==> config.mk <==
export PLATFORM = sky130hd
export DESIGN_NAME = pwm_duty_ctrl_flat
export DESIGN_NICKNAME = d
export VERILOG_FILES = /design/src/rtl/pwm_duty_ctrl_if.sv /design/src/rtl/pwm_duty_ctrl.sv /design/src/flat_wrapper.sv
export SDC_FILE = /design/constraint.sdc
export NUM_CORES = 1
export LEC_CHECK = 0
export ABC_CLOCK_PERIOD_IN_PS = 2530
export BUFFER_PORTS_ARGS = -buffer_cell sky130_fd_sc_hd__buf_2
export CAP_MARGIN = 20
export CORE_MARGIN = 3
export CORE_UTILIZATION = 30
export DETAILED_ROUTE_END_ITERATION = 16
export GPL_ROUTABILITY_DRIVEN = 1
export PLACE_DENSITY = 0.51
export SYNTH_ARGS = -nofsm -noshare
export SYNTH_HDL_FRONTEND = slang
export SYNTH_SLANG_ARGS = --single-unit
==> constraint.sdc <==
create_clock -name clk -period 2.53 [get_ports clk]
set_input_delay 0.253 -clock clk [delete_from_list [all_inputs] [get_ports clk]]
set_output_delay 0.253 -clock clk [all_outputs]
set_load 0.005 [all_outputs]
==> src/rtl/pwm_duty_ctrl_if.sv <==
// ---------------------------------------------------------------------------
// pwm_duty_ctrl_if
// Signal bundle between the board buttons / PWM generator and the duty
// controller.
//
//   btn_increase  raw asynchronous increase button, active high
//   btn_decrease  raw asynchronous decrease button, active high
//   period_end    one-cycle pulse on the last cycle of each PWM period
//   duty_target   requested duty, moves immediately on each step
//   duty_active   duty driven to the PWM generator, moves only at period_end
//   duty_update   one-cycle pulse in the cycle after duty_active changed
//   at_max        duty_target is at full scale
//   at_min        duty_target is zero
//
// master: the environment (buttons + PWM generator) side
// slave : the duty controller side
// ---------------------------------------------------------------------------
interface pwm_duty_ctrl_if #(
    parameter int DUTY_W = 4
);
    logic              btn_increase;
    logic              btn_decrease;
    logic              period_end;
    logic [DUTY_W-1:0] duty_target;
    logic [DUTY_W-1:0] duty_active;
    logic              duty_update;
    logic              at_max;
    logic              at_min;

    modport master (
        output btn_increase,
        output btn_decrease,
        output period_end,
        input  duty_target,
        input  duty_active,
        input  duty_update,
        input  at_max,
        input  at_min
    );

    modport slave (
        input  btn_increase,
        input  btn_decrease,
        input  period_end,
        output duty_target,
        output duty_active,
        output duty_update,
        output at_max,
        output at_min
    );
endinterface

==> src/rtl/pwm_duty_ctrl.sv <==
// ---------------------------------------------------------------------------
// pwm_duty_ctrl
// Turns the increase/decrease push-buttons into saturating duty steps for the
// PWM generator. Buttons are synchronised, debounced, and a long hold turns
// into auto-repeat. The requested duty is handed to the generator only at a
// period boundary so a period is never cut short or stretched.
//
// Ports:
//   clk   system clock, everything on the rising edge
//   rst   synchronous active-high reset
//   bus   pwm_duty_ctrl_if.slave (buttons, period_end, duty outputs, flags)
//
// Button FSM:
//   state       | meaning
//   ------------+-----------------------------------------------------------
//   IDLE        | no valid command; waiting for a single button
//   DEBOUNCE    | command captured, must stay stable before the first step
//   HOLD        | first step issued, waiting out the repeat delay
//   REPEAT      | auto-repeat, one step every REPEAT_RATE cycles
// ---------------------------------------------------------------------------
module pwm_duty_ctrl #(
    parameter int DUTY_STEPS      = 10,
    parameter int DUTY_W          = 4,
    parameter int INIT_DUTY       = 5,
    parameter int DEBOUNCE_CYCLES = 4,
    parameter int REPEAT_DELAY    = 16,
    parameter int REPEAT_RATE     = 8
) (
    input  logic          clk,
    input  logic          rst,
    pwm_duty_ctrl_if.slave bus
);

    // -----------------------------------------------------------------------
    // Constants
    // -----------------------------------------------------------------------
    localparam logic [1:0] CMD_NONE = 2'd0;
    localparam logic [1:0] CMD_INC  = 2'd1;
    localparam logic [1:0] CMD_DEC  = 2'd2;

    localparam logic [1:0] ST_IDLE     = 2'd0;
    localparam logic [1:0] ST_DEBOUNCE = 2'd1;
    localparam logic [1:0] ST_HOLD     = 2'd2;
    localparam logic [1:0] ST_REPEAT   = 2'd3;

    localparam int CNT_MAX_A = (DEBOUNCE_CYCLES > REPEAT_DELAY) ? DEBOUNCE_CYCLES : REPEAT_DELAY;
    localparam int CNT_MAX   = (CNT_MAX_A > REPEAT_RATE) ? CNT_MAX_A : REPEAT_RATE;
    localparam int CNT_W     = $clog2(CNT_MAX + 1);

    localparam logic [CNT_W-1:0] DEB_LAST    = CNT_W'(DEBOUNCE_CYCLES - 1);
    localparam logic [CNT_W-1:0] DELAY_LAST  = CNT_W'(REPEAT_DELAY - 1);
    localparam logic [CNT_W-1:0] RATE_LAST   = CNT_W'(REPEAT_RATE - 1);
    localparam logic [CNT_W-1:0] CNT_ONE     = CNT_W'(1);

    localparam logic [DUTY_W-1:0] DUTY_MAX   = DUTY_W'(DUTY_STEPS);
    localparam logic [DUTY_W-1:0] DUTY_INIT  = DUTY_W'(INIT_DUTY);
    localparam logic [DUTY_W-1:0] DUTY_ONE   = DUTY_W'(1);

    // -----------------------------------------------------------------------
    // Button synchronisers (bit 1 is the synchronised level)
    // -----------------------------------------------------------------------
    logic [1:0] sync_inc;
    logic [1:0] sync_dec;

    always_ff @(posedge clk) begin
        if (rst) begin
            sync_inc <= 2'b00;
            sync_dec <= 2'b00;
        end else begin
            sync_inc <= {sync_inc[0], bus.btn_increase};
            sync_dec <= {sync_dec[0], bus.btn_decrease};
        end
    end

    // Both buttons together decode to no command, so a two-finger press
    // never moves the duty.
    logic [1:0] cmd;

    always_comb begin
        cmd = CMD_NONE;
        if (sync_inc[1] && !sync_dec[1]) begin
            cmd = CMD_INC;
        end else if (sync_dec[1] && !sync_inc[1]) begin
            cmd = CMD_DEC;
        end
    end

    // -----------------------------------------------------------------------
    // Debounce / hold / repeat FSM
    // -----------------------------------------------------------------------
    logic [1:0]       state, state_nxt;
    logic [1:0]       cap, cap_nxt;
    logic [CNT_W-1:0] cnt, cnt_nxt;
    logic             step;

    always_comb begin
        state_nxt = state;
        cap_nxt   = cap;
        cnt_nxt   = cnt;
        step      = 1'b0;

        case (state)
            ST_IDLE: begin
                if (cmd != CMD_NONE) begin
                    state_nxt = ST_DEBOUNCE;
                    cap_nxt   = cmd;
                    cnt_nxt   = '0;
                end
            end

            ST_DEBOUNCE: begin
                // Any change, including a release or the other button joining
                // in, abandons the press without a step.
                if (cmd != cap) begin
                    state_nxt = ST_IDLE;
                    cnt_nxt   = '0;
                end else if (cnt == DEB_LAST) begin
                    step      = 1'b1;
                    state_nxt = ST_HOLD;
                    cnt_nxt   = '0;
                end else begin
                    cnt_nxt   = cnt + CNT_ONE;
                end
            end

            ST_HOLD: begin
                if (cmd != cap) begin
                    state_nxt = ST_IDLE;
                    cnt_nxt   = '0;
                end else if (cnt == DELAY_LAST) begin
                    step      = 1'b1;
                    state_nxt = ST_REPEAT;
                    cnt_nxt   = '0;
                end else begin
                    cnt_nxt   = cnt + CNT_ONE;
                end
            end

            ST_REPEAT: begin
                // Exit takes priority over a step due in the same cycle.
                if (cmd != cap) begin
                    state_nxt = ST_IDLE;
                    cnt_nxt   = '0;
                end else if (cnt == RATE_LAST) begin
                    step      = 1'b1;
                    cnt_nxt   = '0;
                end else begin
                    cnt_nxt   = cnt + CNT_ONE;
                end
            end

            default: begin
                state_nxt = ST_IDLE;
                cap_nxt   = CMD_NONE;
                cnt_nxt   = '0;
            end
        endcase
    end

    always_ff @(posedge clk) begin
        if (rst) begin
            state <= ST_IDLE;
            cap   <= CMD_NONE;
            cnt   <= '0;
        end else begin
            state <= state_nxt;
            cap   <= cap_nxt;
            cnt   <= cnt_nxt;
        end
    end

    // -----------------------------------------------------------------------
    // Duty target (saturating) and period-aligned apply path
    // -----------------------------------------------------------------------
    logic [DUTY_W-1:0] duty_target_q, duty_target_nxt;
    logic [DUTY_W-1:0] duty_active_q;
    logic              duty_update_q;
    logic              load;

    always_comb begin
        duty_target_nxt = duty_target_q;
        if (step) begin
            if ((cap == CMD_INC) && (duty_target_q < DUTY_MAX)) begin
                duty_target_nxt = duty_target_q + DUTY_ONE;
            end else if ((cap == CMD_DEC) && (duty_target_q != '0)) begin
                duty_target_nxt = duty_target_q - DUTY_ONE;
            end
        end
    end

    // Uses the registered target, so a step landing on period_end is picked
    // up at the following boundary rather than mid-flight.
    assign load = bus.period_end && (duty_target_q != duty_active_q);

    always_ff @(posedge clk) begin
        if (rst) begin
            duty_target_q <= DUTY_INIT;
            duty_active_q <= DUTY_INIT;
            duty_update_q <= 1'b0;
        end else begin
            duty_target_q <= duty_target_nxt;
            if (load) begin
                duty_active_q <= duty_target_q;
            end
            duty_update_q <= load;
        end
    end

    assign bus.duty_target = duty_target_q;
    assign bus.duty_active = duty_active_q;
    assign bus.duty_update = duty_update_q;
    assign bus.at_max      = (duty_target_q == DUTY_MAX);
    assign bus.at_min      = (duty_target_q == '0);

endmodule

==> src/flat_wrapper.sv <==
// flat-port wrapper written by rule: the top's interface ports become plain ports
module pwm_duty_ctrl_flat 
#(
    parameter int DUTY_STEPS      = 10,
    parameter int DUTY_W          = 4,
    parameter int INIT_DUTY       = 5,
    parameter int DEBOUNCE_CYCLES = 4,
    parameter int REPEAT_DELAY    = 16,
    parameter int REPEAT_RATE     = 8
)
  (clk, rst, bus_btn_increase, bus_btn_decrease, bus_period_end, bus_duty_target, bus_duty_active, bus_duty_update, bus_at_max, bus_at_min);
  pwm_duty_ctrl_if #(.DUTY_W(DUTY_W)) bus_i ();
  input  logic clk;
  input  logic rst;
  input wire logic [$bits(bus_i.btn_increase)-1:0] bus_btn_increase;
  input wire logic [$bits(bus_i.btn_decrease)-1:0] bus_btn_decrease;
  input wire logic [$bits(bus_i.period_end)-1:0] bus_period_end;
  output wire logic [$bits(bus_i.duty_target)-1:0] bus_duty_target;
  output wire logic [$bits(bus_i.duty_active)-1:0] bus_duty_active;
  output wire logic [$bits(bus_i.duty_update)-1:0] bus_duty_update;
  output wire logic [$bits(bus_i.at_max)-1:0] bus_at_max;
  output wire logic [$bits(bus_i.at_min)-1:0] bus_at_min;
  assign bus_i.btn_increase = bus_btn_increase;
  assign bus_i.btn_decrease = bus_btn_decrease;
  assign bus_i.period_end = bus_period_end;
  assign bus_duty_target = bus_i.duty_target;
  assign bus_duty_active = bus_i.duty_active;
  assign bus_duty_update = bus_i.duty_update;
  assign bus_at_max = bus_i.at_max;
  assign bus_at_min = bus_i.at_min;
  pwm_duty_ctrl #(.DUTY_STEPS(DUTY_STEPS), .DUTY_W(DUTY_W), .INIT_DUTY(INIT_DUTY), .DEBOUNCE_CYCLES(DEBOUNCE_CYCLES), .REPEAT_DELAY(REPEAT_DELAY), .REPEAT_RATE(REPEAT_RATE)) u_core (.clk(clk), .rst(rst), .bus(bus_i));
endmodule
# == Word-level counts from Yosys, hierarchy flattened ==
# Index checks and enable logic that the tools add are counted.
# totals
out_inout_bits,11
in_bits,5
ff_bits,22
elab_cells,68
# op_classes
mux,26
eq_ne,15
addsub,3
reduce_logical,15
n_lt_le_gt_ge,1
# op_table
cell,n
$mux 5,7
$pmux 5 s4,1
$mux 2,8
$mux 4,2
$pmux 2 s4,1
$eq 2x2->1 const B,3
$mux 1,6
$ne 3x1->1 const B,2
$add 5x1->5 const B,1
$eq 5x2->1 const B,1
$eq 5x3->1 const B,1
$eq 5x4->1 const B,1
$logic_and 1x1->1,5
$add 4x1->4 const B,1
$eq 2x1->1 const B,2
$eq 4x4->1 const B,1
$logic_not 4->1,1
$lt 4x4->1 const B,1
$ne 2x1->1 const B,2
$ne 4x4->1,1
$reduce_and 2->1,2
$reduce_and 4->1,1
$reduce_bool 2->1,2
$reduce_bool 4->1,1
5 further kinds,6

# == Depth between registers and ports, before layout ==
# Gate-level depths: netlist of the first run.
# depth
word_depth,8
ltp_mapped,9

# == Worst setup path after synthesis of the first run ==
# No wires, ideal clock.
# synth_path
kind,register -> register
startpoint,reg u_core.duty_target_q[1] (netlist: u_core.bus.duty_target[1])
endpoint,reg u_core.duty_target_q[3] (netlist: u_core.bus.duty_target[3])
setup_ns,0.071
setup_slack_ns,0.604
t_required_ns,2.459
t_arrival_ns,1.855
path_stages_with_launch,9
path_cell_list,dfxtp_1 > o21ai_0 > nand3b_1 > ha_1 > a21o_1 > a21oi_1 > xnor2_1 > a21o_2 > a21oi_1
# synth_via
elab_chain_cells,4
elab_cells_between_ends,10
cone_classes,add/sub (2); order compare (1); mux (2); reduce/logical (5)
# synth_rtl
item,line,source
start: declaration,pwm_duty_ctrl.sv:175,"logic [DUTY_W-1:0] duty_target_q, duty_target_nxt;"
start signal: assignment,pwm_duty_ctrl.sv:201,duty_target_q <= duty_target_nxt;
$lt 4x4->1 or $reduce_bool 4->1 (tied branches),"pwm_duty_ctrl.sv:183, pwm_duty_ctrl.sv:185",
$logic_and 1x1->1 (on tied branches),"pwm_duty_ctrl.sv:183, pwm_duty_ctrl.sv:185",
$reduce_bool 2->1 (no line),--,
$reduce_and 2->1 (no line),--,
# Parallel ways exist; a longest one is shown, timed or not. The select of a mux whose other input is x is not followed.
# A chain may end at the register's enable or synchronous reset.

# == Worst setup path after layout of the first run ==
# Same ends and word-level chain as after synthesis.

==> impl_metrics.yaml, run 1 <==
clocking:
  cts_tree: "built"
  cts_hold_buffers: 0
  h-tree-depth: 1
  clk_pin_slew_ps: 80
  cts.sinks: 22
  ctsRootBufferMaster: "clkbuf_8"
  cts_buffers: 3
  clockBufferDepth: 2
  clk_latency_ps: 260
  post-cts-setup-buffers: 0
  cts_resized: 0
setup_path:
  rrSetupSlack_ps: 420
  r2r_end: "u_core.bus.duty_target[3]"
  end_kind: "register"
  r2r_cells: 8
  cp.required_ps: 2720
  startpoint_type: "register"
  r2r_start: "u_core.bus.duty_target[1]"
  path_max_fanout: 9
  arrival_ps: 2300
  cpMostUsedCell: "a21oi_1"
  critical_path.slowest_cell: "dfxtp_1"
  worstPathCellList: "o21ai_0, nand3b_1, ha_1, a21o_1, a21oi_1, xnor2_1, a21o_2, a21oi_1"
  critPathKind: "register to register"
  slowest_delay_ps: 540
global_routing:
  antenna_found_initial: 0
  grt_pass1_wl_microns: 4030
  grt_max_degree: 23
  gr-total-overflow: 0
  grt.total_usage_pct: 10.3
  grt_pass1_vias: 860
hold_path:
  hp-start: "bus_btn_decrease"
  hp-class: "primary input to register"
  whs_endpoint: "u_core.sync_dec[0]"
  holdPathStages: 2
power:
  power.switching_uw: 151
  internal-power_uw: 518
  power_uw: 669
  comb_power_share_pct: 8.3
  ir_drop_uv: 258
  power_density_mw_per_mm2: 495
  swShare_pct: 22.6
  p_clk_share_pct: 37.5
  power.share.sequential_pct: 54.2
  p_leak_uw: 0.000561
timing:
  skew_ps: 1.24
  fin_crit_ps: 2110
  slew-limit-headroom_pct: 68.5
  setup_viol: 0
  fmax_ghz: 0.475
  hold_violations: 0
  rsz0062_at_grt: "no"
  worst-slew-pin-transition_ps: 461
  fin_tns_setup_ps: 0
  slew_violations: 0
  finalCritPeriodShare_pct: 83.2
drt:
  wire_per_inst_microns: 12.0
  drtIter0Drc: 34
  firstDrtPassIters: 4
  drtAntennaViolNets: 0
  drt_wl_total_microns: 2300
  drc: 0
  drt-vias-per-instance: 4.81
  vias: 919
logic_synthesis:
  netlist_area_sq_mm: 0.00121
  avgSynthCellArea_sq_um: 9.22
  seq_area_frac_synth_pct: 36.5
  synthCells: 131
  ys_seq_elements: 22
  yosysWarnings: 0
  synth_nets: 144
  synth_cell_types: 37
cells_and_area:
  multiInputGateArea_sq_um: 694
  n_fill_cell: 396
  layout.nets: 157
  seq_area_sq_um: 440
  antenna_cells: 0
  area_growth_pct: 11.9
  drive_gt1_share_pct: 17.5
floorplan:
  dieArea_sq_mm: 0.00482
  initial_utilization_pct: 32.0
  ioPinCount: 16
  fp.dieW_microns: 69.4
  rows: 22
  die_h_microns: 69.4
  core-area_sq_mm: 0.00377
placement:
  gp_congestion: 0.756
  hpwl_microns: 1660
  placement.io_buffers: 15
outcome:
  status: "finished, final reports clean"
flow_run:
  maxCapViolCount: 0
==> worst max-delay path by stage <==
| stage | endpoint | slack, ps | cells after the start | startpoint |
|---|---|---|---|---|
| floorplan | u_core.bus.duty_target[3] | 600 | 8 | u_core.bus.duty_target[1] |
| global placement | u_core.bus.duty_target[3] | 520 | 8 | u_core.bus.duty_target[1] |
| detailed placement | u_core.bus.duty_target[3] | 430 | 8 | u_core.bus.duty_target[1] |
| CTS | u_core.bus.duty_target[3] | 410 | 8 | u_core.bus.duty_target[1] |
| global route | u_core.bus.duty_target[3] | 230 | 8 | u_core.bus.duty_target[1] |
| finish | u_core.bus.duty_target[3] | 420 | 8 | u_core.bus.duty_target[1] |
==> cell usage after synthesis <==
master / instances / area (sq um)
a22oi_1: 1 / 7.51
nor2b_1: 8 / 50.1
nand3_1: 6 / 30.0
nor4_2: 1 / 12.5
o22ai_1: 1 / 6.26
nand2_1: 6 / 22.5
o21ba_2: 1 / 10.0
a32oi_1: 1 / 8.76
nor2_1: 12 / 45.0
a221oi_4: 1 / 26.3
nor4_1: 1 / 6.26
a21o_1: 1 / 7.51
buf_4: 1 / 7.51
xnor2_1: 5 / 43.8
a2111oi_0: 2 / 17.5
fa_1: 1 / 20.0
nor3b_1: 2 / 15.0
or3b_4: 1 / 11.3
o21ai_0: 2 / 10.0
mux2i_1: 6 / 60.1
xor2_1: 5 / 43.8
ha_1: 7 / 87.6
clkbuf_2: 1 / 5.00
a21o_2: 1 / 8.76
buf_6: 2 / 22.5
a211o_1: 3 / 26.3
dfxtp_1: 22 / 440
nand3b_1: 1 / 7.51
nand2b_1: 3 / 18.8
a31oi_1: 1 / 6.26
or3b_2: 1 / 8.76
o211a_1: 1 / 10.0
clkbuf_1: 3 / 11.3
inv_1: 7 / 26.3
and3_1: 1 / 6.26
nor3_1: 5 / 25.0
a21oi_1: 7 / 35.0
==> per-layer routing <==
metal,global-route usage [%],wire (microns),up-vias
li1,-,-,474
met1,13.4,1150,430
met2,15.9,1040,10
met3,2.75,64,5
met4,4.56,46,0
met5,0,0,-
==> cells in the final DEF, fill, tap and decap left out, types with 2 or more instances in the layout <==
cell type,instances
clkbuf_8,4
ha_1,7
o21ai_0,2
nor2_1,12
nor3_1,5
a211o_1,3
a21oi_1,7
buf_2,15
nand2b_1,3
nand3_1,6
a2111oi_0,2
xor2_1,5
xnor2_1,5
nor3b_1,2
mux2i_1,6
inv_1,7
nand2_1,6
nor2b_1,8
dfxtp_1,22
==> flip-flops by register name, summed over array words and instances, names as in the netlist <==
signal and count:
u_core.bus.duty_update 1, u_core.cap 2, u_core.sync_dec 2, u_core.cnt 5, u_core.bus.duty_target 4, u_core.bus.duty_active 4
u_core.sync_inc 2, u_core.state 2
==> worst max-delay path: cells and delay by family (launching register included) <==
kind | cells | cell delay, ps
compound gates | 5 | 830
simple gates | 1 | 280
fa+ha+maj | 1 | 300
xor+xnor | 1 | 100
flops | 1 | 540
==> cell families (layout without fill, tap and decap cells) <==
logic type               count (synthesis)  count (layout)  share of synthesized area, %
AO/OA/AOI/OAI                           23              23                          14.9
buffers and inverters                   14              26                          6.01
multiplexers                             6               6                          4.97
XOR/XNOR                                10              10                          7.25
AND/OR/NAND/NOR                         48              48                          21.5
flip-flops                              22              22                          36.5
adder cells (fa/ha/maj)                  8               8                          8.91
==> stage by stage <==
step                      instances  hold WS (ps)  setup slack [ps]  util (%)  area, sq um
final                           191           193               424      35.8         1350
after global routing            191           236               229      35.8         1350
after CTS                       191           185               414      35.8         1350
after detailed placement        187           427               432      34.4         1300
after global placement          187           420               519      34.4         1300
after floorplan                 131           325               604         -         1210
==> power groups by stage <==
stage               logic (uW)  registers, uW  clock network (uW)
floorplan                 47.1            367                   0
global placement          54.7            370                   0
detailed placement        55.5            370                   0
CTS                       56.2            362                 266
global route              63.0            364                 277
finish                    55.7            362                 251
==> area by class of cell <==
type                       count  share of cell area, %
multi-input combinational     95                   51.4
sequential                    22                   32.6
timing repair buffer          15                   5.56
tap                           48                   4.44
clock buffer                   4                   4.07
inverter                       7                   1.94
Power figures use the tool's default switching activity.
==> run 2: changes to the inputs <==
--- a/config.mk
+++ b/config.mk
@@ -5,14 +5,15 @@
 export SDC_FILE = /design/constraint.sdc
 export NUM_CORES = 1
 export LEC_CHECK = 0
-export ABC_CLOCK_PERIOD_IN_PS = 2530
+export ABC_AREA = 1
+export ABC_CLOCK_PERIOD_IN_PS = 1750
 export BUFFER_PORTS_ARGS = -buffer_cell sky130_fd_sc_hd__buf_2
 export CAP_MARGIN = 20
 export CORE_MARGIN = 3
 export CORE_UTILIZATION = 30
 export DETAILED_ROUTE_END_ITERATION = 16
 export GPL_ROUTABILITY_DRIVEN = 1
-export PLACE_DENSITY = 0.51
+export PLACE_DENSITY = 0.52
 export SYNTH_ARGS = -nofsm -noshare
 export SYNTH_HDL_FRONTEND = slang
 export SYNTH_SLANG_ARGS = --single-unit
==> constraint.sdc (replaced) <==
create_clock -name clk -period 1.75 [get_ports clk]
set_input_delay 0.175 -clock clk [delete_from_list [all_inputs] [get_ports clk]]
set_output_delay 0.175 -clock clk [all_outputs]
set_load 0.005 [all_outputs]
==> run 2 against run 1 <==
  * Synthesized cell count rose by 54%
  * Die area grew 16%
  * Utilization is 2.9 points higher
  * First-iteration DRC count grew 24%
  * Global-route usage up 2.1 points
  * Power rose to 2.7 times the previous value
  * Clock-buffer cell count shrank 1
  * Cell count grew 47%
==> impl_metrics.yaml, run 2 <==
outcome:
  status: "finished, final reports clean"
placement:
  pre_cts_ws_ps: 41.0
  hpwl_microns: 2380
  placement.io_buffers: 15
  gp_congestion: 0.819
hold_path:
  holdPathStages: 3
  hp-class: "primary input to register"
  hp-start: "bus_btn_decrease"
timing:
  fmax_ghz: 0.615
  finalCritPeriodShare_pct: 92.8
  fin_crit_ps: 1620
  worst_slack_ps: 125
  worst-slew-pin-transition_ps: 444
  slew-limit-headroom_pct: 70.4
  rsz0062_at_grt: "no"
  fin_tns_setup_ps: 0
  whs_ps: 103
  hold_violations: 0
  skew_ps: 5.20
  setup_viol: 0
  slew_violations: 0
logic_synthesis:
  synth_commonest_cells: "nand2_1 (46), inv_1 (32), dfxtp_1 (22), nor2_1 (22), nand3_1 (13)"
  ys.flop_type: "dfxtp_1"
  async_flop_share_pct: 0
  synth_top_area_cell: "dfxtp_1"
  synth_edf_count: 0
  seq_area_frac_synth_pct: 31.0
  yosysWarnings: 0
  synth.area.top_cells: "dfxtp_1 (31%), nand2_1 (12%), inv_1 (8.5%)"
  synth_cell_types: 26
  synthCells: 202
  synth_nets: 215
  synth_top_cell_area_share_pct: 31.0
  netlist_area_sq_mm: 0.00142
  ys_seq_elements: 22
  avgSynthCellArea_sq_um: 7.03
  yosysMostFrequentCell: "nand2_1"
clocking:
  h-tree-depth: 1
  cts_buffers: 3
  ctsRootBufferMaster: "clkbuf_8"
  clk_latency_ps: 270
  clockBufferDepth: 2
  clk_pin_slew_ps: 90
  cts_tree: "built"
  cts.sinks: 22
  cts_hold_buffers: 0
cells_and_area:
  final_common_cell: "nand2_1"
  final_cell_mix: "nand2_1 (45), inv_1 (31), nor2_1 (21)"
  fin_util_pct: 38.7
  largest_reg_flops: 5
  layout.nets: 242
  drive_gt1_share_pct: 28.9
  area_growth_pct: 21.9
  antenna_cells: 0
  n_fill_cell: 481
  largest-register: "u_core.cnt"
global_routing:
  grt-busiest-layer: "met2"
  antenna_found_initial: 0
  grtUsageMet1_pct: 18.1
  grt_util_met3_pct: 2.40
  grt_util_met2_pct: 18.4
  grt_max_degree: 14
  gr-total-overflow: 0
  grt_pass1_wl_microns: 5420
  grt_pass1_vias: 1198
  grt.total_usage_pct: 12.4
drt:
  firstDrtPassIters: 4
  drtAntennaViolNets: 0
  vias: 1255
  drt_wl_total_microns: 3090
  drc: 0
  drt-vias-per-instance: 4.48
  drtIter0Drc: 42
  wire_per_inst_microns: 11.0
setup_path:
  worstPathCellList: "inv_2, nand2_2, inv_2, o21bai_4, ha_4, nand2_1, nor2_1, nor2_1, nand3_1, nand2_1, nand3_1, a21oi_1"
  crit_start: "u_core.bus.duty_target[2]"
  cp.required_ps: 1950
  r2r_cells: 12
  path_max_fanout: 4
  r2r_start: "u_core.bus.duty_target[2]"
  end_kind: "register"
  slowest_delay_ps: 340
  critPathKind: "register to register"
  startpoint_type: "register"
  arrival_ps: 1830
  critical_path.slowest_cell: "dfxtp_2"
power:
  comb_power_share_pct: 38.7
  power_density_mw_per_mm2: 1060
  ir_drop_uv: 372
  power.share.sequential_pct: 35.0
  power.switching_uw: 679
  internal-power_uw: 1160
  p_leak_uw: 0.000874
  p_clk_share_pct: 26.2
  swShare_pct: 37.0
floorplan:
  core-area_sq_mm: 0.00447
  initial_utilization_pct: 31.7
  dieArea_sq_mm: 0.00560
  die_h_microns: 74.8
  rows: 24
  fp.dieW_microns: 74.8
  ioPinCount: 16
flow_run:
  maxCapViolCount: 0
[run 2: changes by cell type in the layout (fill, tap and decap cells not counted), sizes merged, moves of 4 or more]
cell,previous run,this run
buf,15,24
nand3,6,16
inv,7,36
nor3,5,0
nor2,12,28
xnor2,5,0
o21ai,2,6
mux2i,6,0
nand2,6,58
nand4,0,6
nor2b,8,0
[run 2: worst paths after layout]
kind	endpoint	slack, ps
setup / recovery	u_core.bus.duty_target[3]	130
hold / removal	u_core.sync_dec[0]	100
setup reg to reg	u_core.bus.duty_target[3]	130
hold reg to reg	u_core.sync_inc[1]	400
[run 2: cells by family after synthesis]
logic type	after synthesis	synth area share, %
xor gates and xnor gates	6	3.70
AOI/OAI and AO/OA	18	7.66
buffers and inverters	38	10.7
and+or+nand+nor	110	39.3
adders and majority gates	8	7.58
DFF	22	31.0
[run 2: final cells by class]
class | instances | area, sq um | area share [%]
multi-input cells | 142 | 870 | 50.2
repair buffers | 24 | 143 | 8.24
clock inverters | 1 | 30.0 | 1.73
clock buffers | 3 | 41.3 | 2.38
inverters | 36 | 135 | 7.80
well taps | 52 | 65.1 | 3.76
flip-flops and latches | 22 | 448 | 25.9
[run 2: what timing repair did]
action,CTS,global route
gates resized for setup,1,11
endpoints found under the setup margin,1,4
pin swaps,0,5
setup buffers,0,1
[run 2: power by group through the flow]
| stage | clock network, uW | logic, uW | registers [uW] |
|---|---|---|---|
| floorplan | 0 | 544 | 643 |
| detailed placement | 0 | 690 | 649 |
| finish | 481 | 711 | 642 |
| global placement | 0 | 700 | 647 |
| global route | 527 | 801 | 656 |
| CTS | 501 | 696 | 638 |
[run 2: metrics by stage]
stage	cell area (sq um)	std cells	power, uW
finish	1730	280	1830
global route	1730	280	1980
CTS	1680	279	1830
detailed placement	1600	275	1340
global placement	1600	275	1350
floorplan	1420	202	1190
[run 2: worst max-delay path: cells and delay by family, from the launching register on]
| family | cells | cell delay (ps) |
|---|---|---|
| flip-flops | 1 | 340 |
| buffers and inverters | 2 | 90 |
| AO/OA/AOI/OAI | 2 | 340 |
| AND/OR/NAND/NOR | 7 | 520 |
| adder cells (fa/ha/maj) | 1 | 240 |
[run 2: per-layer routing]
layer,up-vias,part of all wire (%),wire length [microns]
li1,684,-,-
met1,545,51,1590
met2,21,44,1350
met3,5,3.3,103
met4,0,1.4,43
met5,-,0,0
==> run 3: changes to the inputs <==
--- a/config.mk
+++ b/config.mk
@@ -9,6 +9,7 @@
 export ABC_CLOCK_PERIOD_IN_PS = 1750
 export BUFFER_PORTS_ARGS = -buffer_cell sky130_fd_sc_hd__buf_2
 export CAP_MARGIN = 20
+export CORE_ASPECT_RATIO = 1.75
 export CORE_MARGIN = 3
 export CORE_UTILIZATION = 30
 export DETAILED_ROUTE_END_ITERATION = 16
==> run 3 against run 2 <==
  * Clock skew down 1.9 ps
  * Non-clock buffer count up 2
  * Utilization grew 0.14 points
  * Hold slack better by 4.4 ps
  * Sequential power is 0.6% lower
  * Setup slack worse by 18 ps
  * Largest power group unchanged
  * Cell count grew 0.36%
==> impl_metrics.yaml, run 3 (synthesized netlist as in run 2, its figures left out) <==
outcome:
  status: "finished, final reports clean"
clocking:
  clk_pin_slew_ps: 80
  cts.sinks: 22
  cts_tree: "built"
  h-tree-depth: 1
  ctsRootBufferMaster: "clkbuf_8"
  cts_buffers: 3
  clk_latency_ps: 260
  clockBufferDepth: 2
hold_path:
  whs_endpoint: "u_core.sync_inc[0]"
  hp-start: "bus_btn_increase"
  holdPathStages: 3
  hp-class: "primary input to register"
floorplan:
  dieArea_sq_mm: 0.00563
  rows: 32
  fp.dieW_microns: 58.0
  initial_utilization_pct: 31.7
  core-area_sq_mm: 0.00448
  ioPinCount: 16
  die_h_microns: 97.0
cells_and_area:
  antenna_cells: 0
  final_common_cell: "nand2_1"
  largest-register: "u_core.cnt"
  n_fill_cell: 502
  area_growth_pct: 22.6
  largest_reg_flops: 5
  final_cell_mix: "nand2_1 (44), inv_1 (30), nor2_1 (20)"
  drive_gt1_share_pct: 32.2
  final_cells: 281
  layout.nets: 244
timing:
  skew_ps: 3.29
  worst_slack_ps: 107
  worst-slew-pin-transition_ps: 443
  rsz0062_at_grt: "no"
  slew_violations: 0
  fmax_ghz: 0.609
  fin_tns_setup_ps: 0
  setup_viol: 0
  fin_crit_ps: 1640
  hold_violations: 0
  slew-limit-headroom_pct: 70.4
  finalCritPeriodShare_pct: 93.9
  whs_ps: 108
power:
  ir_drop_uv: 695
  p_leak_uw: 0.000878
  power_uw: 1730
  power_density_mw_per_mm2: 993
setup_path:
  path_max_fanout: 4
  slowest_delay_ps: 370
  critPathKind: "register to register"
  rrSetupSlack_ps: 110
  critical_path.slowest_cell: "fa_1"
  crit_start: "u_core.cap[1]"
  cpMostUsedCell: "nand3_1"
  startpoint_type: "register"
  end_kind: "register"
  cp.required_ps: 1880
  r2r_start: "u_core.cap[1]"
  worstPathCellList: "inv_2, nand2_1, o21bai_4, buf_4, fa_1, xor2_1, nand3_1, nand3_1"
  r2r_end: "u_core.bus.duty_target[2]"
  r2r_cells: 8
  arrival_ps: 1780
drt:
  wl_met3_microns: 48
  vias: 1291
  wl_met2_microns: 1880
  drt-vias-per-instance: 4.59
  drt_wl_total_microns: 3220
  wire_per_inst_microns: 11.5
  drtIter0Drc: 16
  firstDrtPassIters: 4
  drc: 0
  highest_layer: "met4"
  drtAntennaViolNets: 0
  met1Wirelength_microns: 1220
global_routing:
  antenna_found_initial: 0
  gr-total-overflow: 0
  grt_pass1_vias: 1237
  grt_pass1_wl_microns: 5350
  grt.total_usage_pct: 12.2
  grt_max_degree: 14
placement:
  placement.io_buffers: 15
  place_inst: 275
  hpwl_microns: 2620
  gp_congestion: 0.789
  pre_cts_ws_ps: 81.2
flow_run:
  maxCapViolCount: 0
-- run 3: cell types whose count changed in the layout (fill, tap and decap cells not counted), sizes merged --
cell / delta
clkbuf: +1
buf: +2
bufinv: -1
-- run 3: metrics by stage --
step / instance area (sq um) / util [%]
finish: 1740 / 38.8
global route: 1740 / 38.8
CTS: 1670 / 37.1
detailed placement: 1610 / 35.9
global placement: 1610 / 35.9
floorplan: 1420 / -
-- run 3: report_power, final --
part / internal [uW] / total, uW / switching [uW]
logic: 276 / 727 / 451
registers: 577 / 638 / 60.8
clock network: 201 / 365 / 164
total: 1050 / 1730 / 676
-- run 3: layer usage --
layer / vias to the layer above / GRT usage (%)
met2: 15 / 23.5
met4: 0 / 5.89
li1: 687 / -
met1: 582 / 12.2
met5: - / 0
met3: 7 / 1.34
-- run 3: cell type report --
class	instances	area, sq um	area share, %
clock buffers	4	55.1	3.16
flip-flops and latches	22	447	25.6
well taps	51	63.8	3.66
inverters	36	135	7.76
multi-input cells	142	883	50.7
repair buffers	26	158	9.05
-- run 3: timing repair --
item,CTS,global route
buffers inserted,0,2
hold buffers,0,0
resized for setup,0,17
setup endpoints to repair,0,7
-- run 3: worst max-delay path: cells and delay by family, from the launching register on --
family	cells	cell delay, ps
XOR/XNOR	1	170
buffers and inverters	2	230
adder cells (fa/ha/maj)	1	370
AND/OR/NAND/NOR	3	220
flip-flops	1	330
AO/OA/AOI/OAI	1	200
-- run 3: worst max path at each step --
stage / slack, ps / cells after the start / end
floorplan: 30 / 12 / u_core.bus.duty_target[3]
global placement: 110 / 9 / u_core.bus.duty_target[2]
detailed placement: 80 / 12 / u_core.bus.duty_target[3]
CTS: 70 / 12 / u_core.bus.duty_target[3]
global route: 9 / 12 / u_core.bus.duty_target[3]
finish: 110 / 8 / u_core.bus.duty_target[2]
